File: src/rtl/seg_scan_controller_pkg.sv
`timescale 1ns/1ps
`default_nettype none
// ============================================================================
//  Package : seg_pkg
//  Purpose : Shared types, segment bit positions and the hex-to-segment
//            decoder used by the multiplexed 7-segment scan controller.
//  Ports   : (package - none)
//  Rev     : 1.0  initial release
// ============================================================================
package seg_pkg;

    // Pattern layout {dp,g,f,e,d,c,b,a}, active-high (1 = segment lit).
    typedef logic [7:0] seg_t;

    localparam int SEG_A  = 0;
    localparam int SEG_B  = 1;
    localparam int SEG_C  = 2;
    localparam int SEG_D  = 3;
    localparam int SEG_E  = 4;
    localparam int SEG_F  = 5;
    localparam int SEG_G  = 6;
    localparam int SEG_DP = 7;

    // Glyphs 0-9, A, b, C, d, E, F; decimal point always off.
    function automatic seg_t hex_to_seg(input logic [3:0] nib);
        seg_t s;
        case (nib)
            4'h0:    s = 8'h3F;
            4'h1:    s = 8'h06;
            4'h2:    s = 8'h5B;
            4'h3:    s = 8'h4F;
            4'h4:    s = 8'h66;
            4'h5:    s = 8'h6D;
            4'h6:    s = 8'h7D;
            4'h7:    s = 8'h07;
            4'h8:    s = 8'h7F;
            4'h9:    s = 8'h6F;
            4'hA:    s = 8'h77;
            4'hB:    s = 8'h7C;
            4'hC:    s = 8'h39;
            4'hD:    s = 8'h5E;
            4'hE:    s = 8'h79;
            default: s = 8'h71;
        endcase
        s[SEG_DP] = 1'b0;
        return s;
    endfunction

endpackage
`default_nettype wire

File: src/rtl/seg_scan_controller_tick_gen.sv
`timescale 1ns/1ps
`default_nettype none
// ============================================================================
//  Module  : seg_tick_gen
//  Purpose : Slot timing for the scan controller. Counts clock cycles within
//            a digit slot (0..DIGIT_CYC-1) and the PWM phase within the slot.
//  Ports   : clk, rst       - clock, async active-high reset
//            cyc            - cycle index within the current slot
//            phase          - cyc / PHASE_CYC
//            slot_start     - cyc == 0
//            slot_end       - cyc == DIGIT_CYC-1 (slot wraps on next clock)
//  Rev     : 1.0  initial release
// ============================================================================
module seg_tick_gen #(
    parameter int DIGIT_CYC = 16,
    parameter int PHASE_CYC = 4,
    parameter int BRIGHT_W  = 2,
    parameter int CNT_W     = (DIGIT_CYC > 1) ? $clog2(DIGIT_CYC) : 1,
    parameter int PCNT_W    = (PHASE_CYC > 1) ? $clog2(PHASE_CYC) : 1
) (
    input  logic                clk,
    input  logic                rst,
    output logic [CNT_W-1:0]    cyc,
    output logic [BRIGHT_W-1:0] phase,
    output logic                slot_start,
    output logic                slot_end
);

    localparam logic [CNT_W-1:0]  CYC_LAST  = CNT_W'(DIGIT_CYC - 1);
    localparam logic [PCNT_W-1:0] PCNT_LAST = PCNT_W'(PHASE_CYC - 1);

    // Sub-counter within a phase; avoids a divider for cyc / PHASE_CYC.
    logic [PCNT_W-1:0] pcnt;

    always_ff @(posedge clk or posedge rst) begin
        if (rst) begin
            cyc   <= '0;
            pcnt  <= '0;
            phase <= '0;
        end else if (cyc == CYC_LAST) begin
            cyc   <= '0;
            pcnt  <= '0;
            phase <= '0;
        end else begin
            cyc <= cyc + 1'b1;
            if (pcnt == PCNT_LAST) begin
                pcnt  <= '0;
                phase <= phase + 1'b1;
            end else begin
                pcnt <= pcnt + 1'b1;
            end
        end
    end

    assign slot_start = (cyc == '0);
    assign slot_end   = (cyc == CYC_LAST);

endmodule
`default_nettype wire

File: src/rtl/seg_scan_controller.sv
`timescale 1ns/1ps
`default_nettype none
// ============================================================================
//  Module  : seg_scan_controller
//  Purpose : Multiplexed 7-segment driver for NUM_DIGITS common-anode digits
//            with raw/hex patterns, per-digit blanking, PWM brightness and an
//            anti-ghost guard interval. All pin outputs are registered.
//  Ports   : clk, rst    - clock, async active-high reset
//            digits_i    - raw pattern per digit {dp,g..a}, active-high
//            hex_i       - nibble per digit (hex_mode_i = 1)
//            hex_mode_i  - select decoded nibble, dp taken from digits_i
//            blank_i     - per-digit blank (anode never driven)
//            bright_i    - on-time (bright_i+1)/2**BRIGHT_W of a slot
//            seg, an     - segment / anode pins
//            scan_idx_o  - digit in the slot shown on seg/an
//            frame_o     - pulse at cycle 0 of the digit-0 slot
//  Rev     : 1.0  initial release
// ============================================================================
module seg_scan_controller
    import seg_pkg::*;
#(
    parameter int NUM_DIGITS     = 4,
    parameter int CLK_HZ         = 100_000_000,
    parameter int SCAN_HZ        = 1000,
    parameter int BRIGHT_W       = 3,
    parameter int GUARD_CYC      = 4,
    parameter bit SEG_ACTIVE_LOW = 1'b1,
    parameter bit AN_ACTIVE_LOW  = 1'b1
) (
    input  logic                                                 clk,
    input  logic                                                 rst,
    input  logic [NUM_DIGITS-1:0][7:0]                           digits_i,
    input  logic [NUM_DIGITS-1:0][3:0]                           hex_i,
    input  logic                                                 hex_mode_i,
    input  logic [NUM_DIGITS-1:0]                                blank_i,
    input  logic [BRIGHT_W-1:0]                                  bright_i,
    output logic [7:0]                                           seg,
    output logic [NUM_DIGITS-1:0]                                an,
    output logic [((NUM_DIGITS > 1) ? $clog2(NUM_DIGITS) : 1)-1:0] scan_idx_o,
    output logic                                                 frame_o
);

    localparam int DIGIT_CYC = CLK_HZ / SCAN_HZ;
    localparam int PHASE_CYC = DIGIT_CYC >> BRIGHT_W;
    localparam int IDX_W     = (NUM_DIGITS > 1) ? $clog2(NUM_DIGITS) : 1;
    localparam int CNT_W     = (DIGIT_CYC > 1) ? $clog2(DIGIT_CYC) : 1;

    localparam logic [IDX_W-1:0]      IDX_LAST = IDX_W'(NUM_DIGITS - 1);
    localparam logic [CNT_W-1:0]      GUARD_C  = CNT_W'(GUARD_CYC);
    localparam logic [7:0]            SEG_OFF  = SEG_ACTIVE_LOW ? 8'hFF : 8'h00;
    localparam logic [NUM_DIGITS-1:0] AN_OFF   = AN_ACTIVE_LOW ? '1 : '0;

    generate
        if ((DIGIT_CYC % (2 ** BRIGHT_W)) != 0) begin : g_chk_div
            $fatal(1, "DIGIT_CYC must be a multiple of 2**BRIGHT_W");
        end
        if (PHASE_CYC < 1) begin : g_chk_phase
            $fatal(1, "PHASE_CYC must be at least 1");
        end
        if (GUARD_CYC >= DIGIT_CYC) begin : g_chk_guard
            $fatal(1, "GUARD_CYC must be less than DIGIT_CYC");
        end
    endgenerate

    logic [CNT_W-1:0]    cyc;
    logic [BRIGHT_W-1:0] phase;
    logic                slot_start;
    logic                slot_end;

    seg_tick_gen #(
        .DIGIT_CYC (DIGIT_CYC),
        .PHASE_CYC (PHASE_CYC),
        .BRIGHT_W  (BRIGHT_W),
        .CNT_W     (CNT_W)
    ) u_tick (
        .clk        (clk),
        .rst        (rst),
        .cyc        (cyc),
        .phase      (phase),
        .slot_start (slot_start),
        .slot_end   (slot_end)
    );

    logic [IDX_W-1:0]    idx;
    seg_t                seg_q;
    logic                blank_q;
    logic [BRIGHT_W-1:0] bright_q;

    seg_t                pat_live;
    seg_t                seg_cur;
    logic                blank_cur;
    logic [BRIGHT_W-1:0] bright_cur;
    logic                an_on;
    logic [NUM_DIGITS-1:0] an_cur;

    // The snapshot registers load at cycle 0, but the output stage must
    // already show the new values in that same cycle, so cycle 0 bypasses
    // the snapshot and uses the live inputs.
    always_comb begin
        pat_live         = hex_mode_i ? hex_to_seg(hex_i[idx]) : digits_i[idx];
        pat_live[SEG_DP] = digits_i[idx][SEG_DP];

        seg_cur    = slot_start ? pat_live : seg_q;
        blank_cur  = slot_start ? blank_i[idx] : blank_q;
        bright_cur = (slot_start && (idx == '0)) ? bright_i : bright_q;

        an_on  = (cyc >= GUARD_C) && (phase <= bright_cur) && !blank_cur;
        an_cur = '0;
        if (an_on) begin
            an_cur[idx] = 1'b1;
        end
    end

    always_ff @(posedge clk or posedge rst) begin
        if (rst) begin
            idx        <= '0;
            seg_q      <= '0;
            blank_q    <= 1'b1;
            bright_q   <= '0;
            seg        <= SEG_OFF;
            an         <= AN_OFF;
            scan_idx_o <= '0;
            frame_o    <= 1'b0;
        end else begin
            if (slot_end) begin
                idx <= (idx == IDX_LAST) ? '0 : idx + 1'b1;
            end
            if (slot_start) begin
                seg_q   <= pat_live;
                blank_q <= blank_i[idx];
            end
            // Brightness only changes on a frame boundary.
            if (slot_start && (idx == '0)) begin
                bright_q <= bright_i;
            end
            seg        <= SEG_ACTIVE_LOW ? ~seg_cur : seg_cur;
            an         <= AN_ACTIVE_LOW ? ~an_cur : an_cur;
            scan_idx_o <= idx;
            frame_o    <= slot_start && (idx == '0);
        end
    end

endmodule
`default_nettype wire

File: config.mk
export PLATFORM = sky130hd
export DESIGN_NAME = seg_scan_controller
export DESIGN_NICKNAME = d
export VERILOG_FILES = /design/src/rtl/seg_scan_controller_pkg.sv /design/src/rtl/seg_scan_controller_tick_gen.sv /design/src/rtl/seg_scan_controller.sv
export SDC_FILE = /design/constraint.sdc
export NUM_CORES = 1
export LEC_CHECK = 0
export ABC_CLOCK_PERIOD_IN_PS = 4900
export BUFFER_PORTS_ARGS = -buffer_cell sky130_fd_sc_hd__clkbuf_2
export CAP_MARGIN = 5
export CORE_MARGIN = 8
export CORE_UTILIZATION = 35
export CTS_CLUSTER_DIAMETER = 50
export DETAILED_ROUTE_END_ITERATION = 12
export SLEW_MARGIN = 5
export SYNTH_ARGS = -nofsm -noshare
export SYNTH_HDL_FRONTEND = slang
export SYNTH_SLANG_ARGS = --single-unit
File: constraint.sdc
create_clock -name clk -period 4.9 [get_ports clk]
set_input_delay 1.225 -clock clk [delete_from_list [all_inputs] [get_ports clk]]
set_output_delay 1.225 -clock clk [all_outputs]
set_load 0.03 [all_outputs]
# Yosys cells after proc, flatten, opt, wreduce, memory -nomap -nowiden
# Memories as Yosys holds them, arrays and structs flattened.
# Cells that the tools add are included.
[word_totals]
regBits = 63
mem_bits_ro = 112
in_bits = 58
out_inout_bits = 15
elab_cells = 52
n_memories = 1
[memory_table]
columns = ["memory", "words", "word_bits", "read_ports", "rd_ports_with_merged_regs", "write_ports", "line", "source"]
rows = [
  ["(no name shown)", 16, 7, 1, 0, 0, "seg_scan_controller_pkg.sv:27", "case (nib)"],
]
[classes]
add_sub_neg = 4
n_lt_le_gt_ge = 4
eq_ne = 3
n_mux = 19
bitwise_logic = 2
n_reduce_logical = 8
[op_table]
columns = ["op", "count"]
rows = [
  ["14-bit two-way mux", 2],
  ["17-bit by 1-bit adder with 17-bit output, second input constant", 1],
  ["17-bit == test, second input constant", 1],
  ["17-bit by 3-bit greater-or-equal comparator with 1-bit output, second input constant", 1],
  ["17-bit logical NOT", 1],
  ["17-bit two-way mux", 1],
  ["8-bit binary-select mux with 2-bit select", 1],
  ["8-bit two-way mux", 2],
  ["14-bit by 1-bit adder with 14-bit output, second input constant", 1],
  ["14-bit == test, second input constant", 1],
  ["3-bit two-way mux", 3],
  ["4-bit binary-select mux with 2-bit select", 1],
  ["4-bit two-way mux", 2],
  ["8-bit inverter", 1],
  ["7-bit two-way mux", 1],
  ["1-bit logical AND", 4],
  ["4-bit inverter", 1],
  ["3-bit by 1-bit adder with 3-bit output, second input constant", 1],
  ["3-bit less-or-equal comparator", 1],
  ["2-bit by 3-bit less-than comparator with 1-bit output, second input constant", 1],
  ["1-bit two-way mux", 3],
  ["2-bit by 1-bit adder with 2-bit output, second input constant", 1],
  ["1-bit binary-select mux with 2-bit select", 1],
  ["1-bit demux with 2-bit select", 1],
  ["other kinds (6)", 6],
]

# Depth between registers and ports, before layout
[depth]
ltp_word = 8
depth_mapped = 12
ltp_nobuf = 10

# Modules after synthesis
# From an unflattened synthesis, not the netlist that was laid out.
[unflattened]
hier_cells = 345
area_unflattened_um2 = 3674.8
[by_module_without_submodules]
columns = ["mod", "instances", "cells_each", "area_each_um2"]
rows = [
  ["seg_scan_controller", 1, 175, 1975.6],
  ["seg_tick_gen", 1, 170, 1699.1],
]

# Worst setup path before layout
# Ideal clock, no wire load.
[synth_path]
path_type = "input port to flip-flop"
start = "input hex_i[13] (netlist bit)"
end = "register seg[5]"
t_arrival_ns = 2.755
slack_ns = 2.067
cell_stages = 5
path_cell_list = "mux4_2 -> ha_1 -> mux2_2 -> a211o_1 -> a31o_2"
[synth_between]
elab_chain_cells = 6
[synth_rtl]
columns = ["element", "line", "source"]
rows = [
  ["from (decl)", "seg_scan_controller.sv:33", "input logic [NUM_DIGITS-1:0][3:0] hex_i,"],
  ["4-bit binary-select mux with 2-bit select", "seg_scan_controller.sv:100", "pat_live = hex_mode_i ? hex_to_seg(hex_i[idx]) : digits_i[idx];"],
  ["4-bit two-way mux (implied by the code)", "seg_scan_controller.sv:100", ""],
  ["memory 16 x 7 bit", "n/a", ""],
  ["7-bit two-way mux", "seg_scan_controller.sv:100", ""],
  ["8-bit two-way mux", "n/a", ""],
  ["8-bit inverter", "seg_scan_controller.sv:136", "seg <= SEG_ACTIVE_LOW ? ~seg_cur : seg_cur;"],
  ["to (signal assigned)", "seg_scan_controller.sv:136", ""],
  ["to (decl)", "seg_scan_controller.sv:37", "output logic [7:0] seg,"],
]
# No other way between the ends. The select of a mux whose other input is x is not followed.
# A chain may end at the register's enable or synchronous reset.

# Worst setup path in the final report
[layout_path]
start = "register u_tick.cyc[11]"
end = "register an[1]"
[layout_between]
elab_chain_cells = 8
[layout_rtl]
columns = ["element", "line", "source"]
rows = [
  ["from (decl)", "seg_scan_controller_tick_gen.sv:23", "output logic [CNT_W-1:0] cyc,"],
  ["from (signal assigned)", "seg_scan_controller_tick_gen.sv:45", "cyc <= cyc + 1'b1;"],
  ["17-bit logical NOT", "seg_scan_controller_tick_gen.sv:55", "assign slot_start = (cyc == '0);"],
  ["1-bit logical AND", "seg_scan_controller.sv:105", "bright_cur = (slot_start && (idx == '0)) ? bright_i : bright_q;"],
  ["3-bit two-way mux", "n/a", ""],
  ["3-bit less-or-equal comparator", "seg_scan_controller.sv:107", "an_on = (cyc >= GUARD_C) && (phase <= bright_cur) && !blank_cur;"],
  ["1-bit logical AND", "seg_scan_controller.sv:107", ""],
  ["1-bit logical AND (*)", "seg_scan_controller.sv:107", ""],
  ["4-bit two-way mux (*)", "seg_scan_controller.sv:109", "if (an_on) begin"],
  ["4-bit inverter (*)", "seg_scan_controller.sv:137", "an <= AN_ACTIVE_LOW ? ~an_cur : an_cur;"],
  ["to (signal assigned)", "seg_scan_controller.sv:137", ""],
  ["to (decl)", "seg_scan_controller.sv:38", "output logic [NUM_DIGITS-1:0] an,"],
]
# Every way passes the cells marked *; elsewhere a longest branch is shown, timed or not.

==> results_dict.tcl <==
set metrics [dict create \
    cp_top_family "simple AND/OR/NAND/NOR gates" \
    globalRouteOverflowTotal 0 \
    drt_wl_total_microns 7546 \
    cts_tree "yes" \
    grt_max_degree 38 \
    hold_depth 1 \
    grt_usage 0.1251 \
    syn_to_final_growth_pct 19.37 \
    cpMostUsedCell "nand3_1" \
    slew_headroom 0.3333 \
    fin_util 0.4252 \
    dp_hpwl_microns 5841 \
    synthAdderAreaFrac 0.05803 \
    cp.required_ns 5.14 \
    worst_setup_path_start_kind "flip-flop" \
    leakage_uw 0.001827 \
    power_frac_clock 0.402 \
    setup_viol 0 \
    grt_pass1_vias 2844 \
    initial_core_util 0.3562 \
    r2r_slack_ns 1.70 \
    hold_end "seg[7]" \
    rows 36 \
    max_stage_delay_ns 0.55 \
    r2r_start "u_tick.cyc[11]" \
    crit_arrival_ns 3.44 \
    timing.fmax_ghz 0.3121 \
    hold_viol 0 \
    fin_crit_sh 0.6538 \
    drc_errors 0 \
    yosys.area_share.simple 0.1632 \
    ys_seq_area_frac 0.4617 \
    synthXorXnorAreaFrac 0.06601 \
    ys_seq_elements 63 \
    drive_gt1_frac 0.3376 \
    power.density_nw_per_um2 263.4 \
    p_sw_frac 0.2445 \
    critPathMaxFanout 11 \
    critPathBufInv 0 \
    cts_buffers 9 \
    max_slew.worst_pin.slew_ns 0.9964 \
    clk_latency_ns 0.33 \
    nNetsFinal 463 \
    reg2reg_depth 9 \
    io_pins 73 \
    core_sq_um 9684 \
    num_vias 2605 \
    mostFrequentLayoutCell "clkbuf_2" \
    vias_per_cell 4.943 \
    die_area_sq_um 13290 \
    ant_nets 0 \
    grt_setup_unrepaired "no" \
    final_cell_mix "clkbuf_2 (72), dfrtp_1 (50), nor2_1 (33), nand3_1 (22), xnor2_1 (19)" \
    dieWidth_microns 115.3 \
    power.switching_uw 265.2 \
    synthMuxAreaShare 0.1342 \
    insertedDiodeCount 0 \
    yosysUniqueCellTypes 41 \
    post-route-min-period_ns 3.204 \
    path_class "reg2reg" \
    fill_cells 939 \
    cts-root-buf "clkbuf_8" \
    synthCells 319 \
    synth-compound-area-share 0.07907 \
    synth_fp_nets 393 \
    status "finished, final reports clean" \
    critPathCaptureType "flip-flop" \
    first_pass_iters 4 \
    ctsHoldBuffers 0 \
    hold_start "seg_q[7]" \
    drt_iter0_drc 126 \
    drv_slew 0 \
    grt_pass1_wl_microns 13350 \
    postCtsSetupRepairBufs 0 \
    avgSynthCellArea_sq_um 10.81 \
    comb_power_share 0.098 \
    max_cap_viol_count 0 \
    worstPathCellList "nor4_1 -> and4_1 -> nand3_1 -> mux2i_1 -> ha_1 -> nor2b_1 -> o21a_1 -> o21ai_0 -> nand3_1" \
    internal_power_uw 819.4 \
    crit_slowest_cell "and4_1" \
    antenna_found_initial 0 \
    syn_area_sq_um 3450 \
    cts_max_path_buffers 2 \
    peakVddDrop_v 0.0001156 \
    wl_per_cell_microns 14.32 \
    ctsHtreeMaxLevel 3 \
    ys_warn_count 0 \
    hp-class "reg2reg" \
    fin_skew_ns 0.009249 \
    io_buffers 72 \
    cts-resized-gates 0 \
    synth_top_family_by_area "simple AND/OR/NAND/NOR gates" \
    chipHeight_microns 115.3 \
    gp_congestion 0.7934 \
    regToRegEndpoint "an[1]" \
    cts.sinks 63 \
    fin_tns_setup_ns 0 \
    pwr-share-seq 0.501 \
    clk_pin_slew_ns 0.07 \
]
[kinds of logic (layout without fill, tap and decap cells)]
kind of cell | count (synthesis) | count (layout)
compound gates | 40 | 40
xor+xnor | 26 | 26
fa+ha+maj | 16 | 16
buf+inv | 33 | 108
flops | 63 | 63
mux | 29 | 29
simple gates | 112 | 112
[metal layers]
layer / track usage / up-vias / wire length, microns
li1: - / 1280 / -
met1: 0.1471 / 1244 / 3356
met2: 0.2062 / 72 / 3568
met3: 0.04254 / 9 / 487
met4: 0.04816 / 0 / 133
met5: 0 / - / 0
[final cells by class]
| class | count | area [sq um] | share of cell area |
|---|---|---|---|
| clock inverter | 6 | 61.31 | 0.01489 |
| timing repair buffer | 74 | 375.4 | 0.09116 |
| sequential | 63 | 1593 | 0.3868 |
| clock buffer | 10 | 127.6 | 0.03099 |
| inverter | 18 | 67.56 | 0.01641 |
| tap | 133 | 166.4 | 0.04041 |
| multi-input combinational | 223 | 1727 | 0.4193 |
[cell usage after synthesis, drive strengths merged]
| cell type | n | share of area |
|---|---|---|
| o211ai | 1 | 0.0022 |
| a22oi | 1 | 0.0022 |
| inv | 17 | 0.018 |
| mux2i | 8 | 0.023 |
| mux4 | 13 | 0.085 |
| nor2b | 4 | 0.0073 |
| dfstp | 13 | 0.099 |
| or4 | 3 | 0.0065 |
| a211o | 1 | 0.0025 |
| dfrtp | 50 | 0.36 |
| and4 | 5 | 0.013 |
| or3 | 3 | 0.0054 |
| a31oi | 7 | 0.013 |
| o31a | 2 | 0.0051 |
| o21ai | 7 | 0.011 |
| nand4 | 4 | 0.0073 |
| xor2 | 7 | 0.018 |
| ha | 16 | 0.058 |
| a31o | 6 | 0.015 |
| mux2 | 8 | 0.026 |
| o31ai | 1 | 0.0022 |
| o311ai | 2 | 0.0051 |
| xnor2 | 19 | 0.048 |
| a21oi | 9 | 0.013 |
| clkinv | 1 | 0.0011 |
| nor3 | 8 | 0.012 |
| nand3b | 1 | 0.0022 |
| o2bb2ai | 1 | 0.0025 |
| nor4 | 7 | 0.013 |
| or4b | 2 | 0.0058 |
| and2 | 3 | 0.0054 |
| o21a | 1 | 0.0022 |
| nand3 | 22 | 0.032 |
| nand2 | 17 | 0.018 |
| clkbuf | 10 | 0.011 |
| a21bo | 1 | 0.0029 |
| buf | 5 | 0.0073 |
| nor2 | 33 | 0.036 |
[state kept, by name, summed over array words and instances, names as in the netlist]
register / cells
seg: 8
u_tick.phase: 3
an: 4
u_tick.cyc: 17
scan_idx_o: 2
seg_q: 8
blank_q: 1
idx: 2
u_tick.pcnt: 14
frame_o: 1
bright_q: 3
[metrics by stage]
| stage | total power, uW | instances | setup slack (ns) | hold WS (ns) | instance area, sq um |
|---|---|---|---|---|---|
| 3_5_place_dp | 661.1 | 511 | 1.699 | 0.4374 | 3929 |
| 5_1_grt | 1140 | 527 | 1.352 | 0.4642 | 4118 |
| 3_3_place_gp | 658.5 | 511 | 1.747 | 0.4128 | 3929 |
| 6_report | 1085 | 527 | 1.696 | 0.4394 | 4118 |
| 4_1_cts | 1103 | 527 | 1.672 | 0.4481 | 4118 |
| 2_1_floorplan | 617.8 | 319 | 2.067 | 0.3845 | 3450 |
[power by group through the flow]
stage	clock, uW	combinational (uW)	sequential [uW]
final	436	106	543
after global routing	476	119	544
after CTS	451	108	543
after detailed placement	0	108	553
after global placement	0	106	553
after floorplan	0	51.8	566
[worst max-delay path by stage]
stage	start	to	slack [ns]	depth (start not counted)
floorplan	hex_i[13]	seg[5]	2.07	5
global placement	u_tick.cyc[11]	an[3]	1.75	9
detailed placement	u_tick.cyc[11]	an[1]	1.70	9
CTS	u_tick.cyc[11]	an[1]	1.67	9
global route	u_tick.cyc[11]	an[1]	1.35	9
finish	u_tick.cyc[11]	an[1]	1.70	9
No activity file was read; power rests on OpenSTA's default activity.
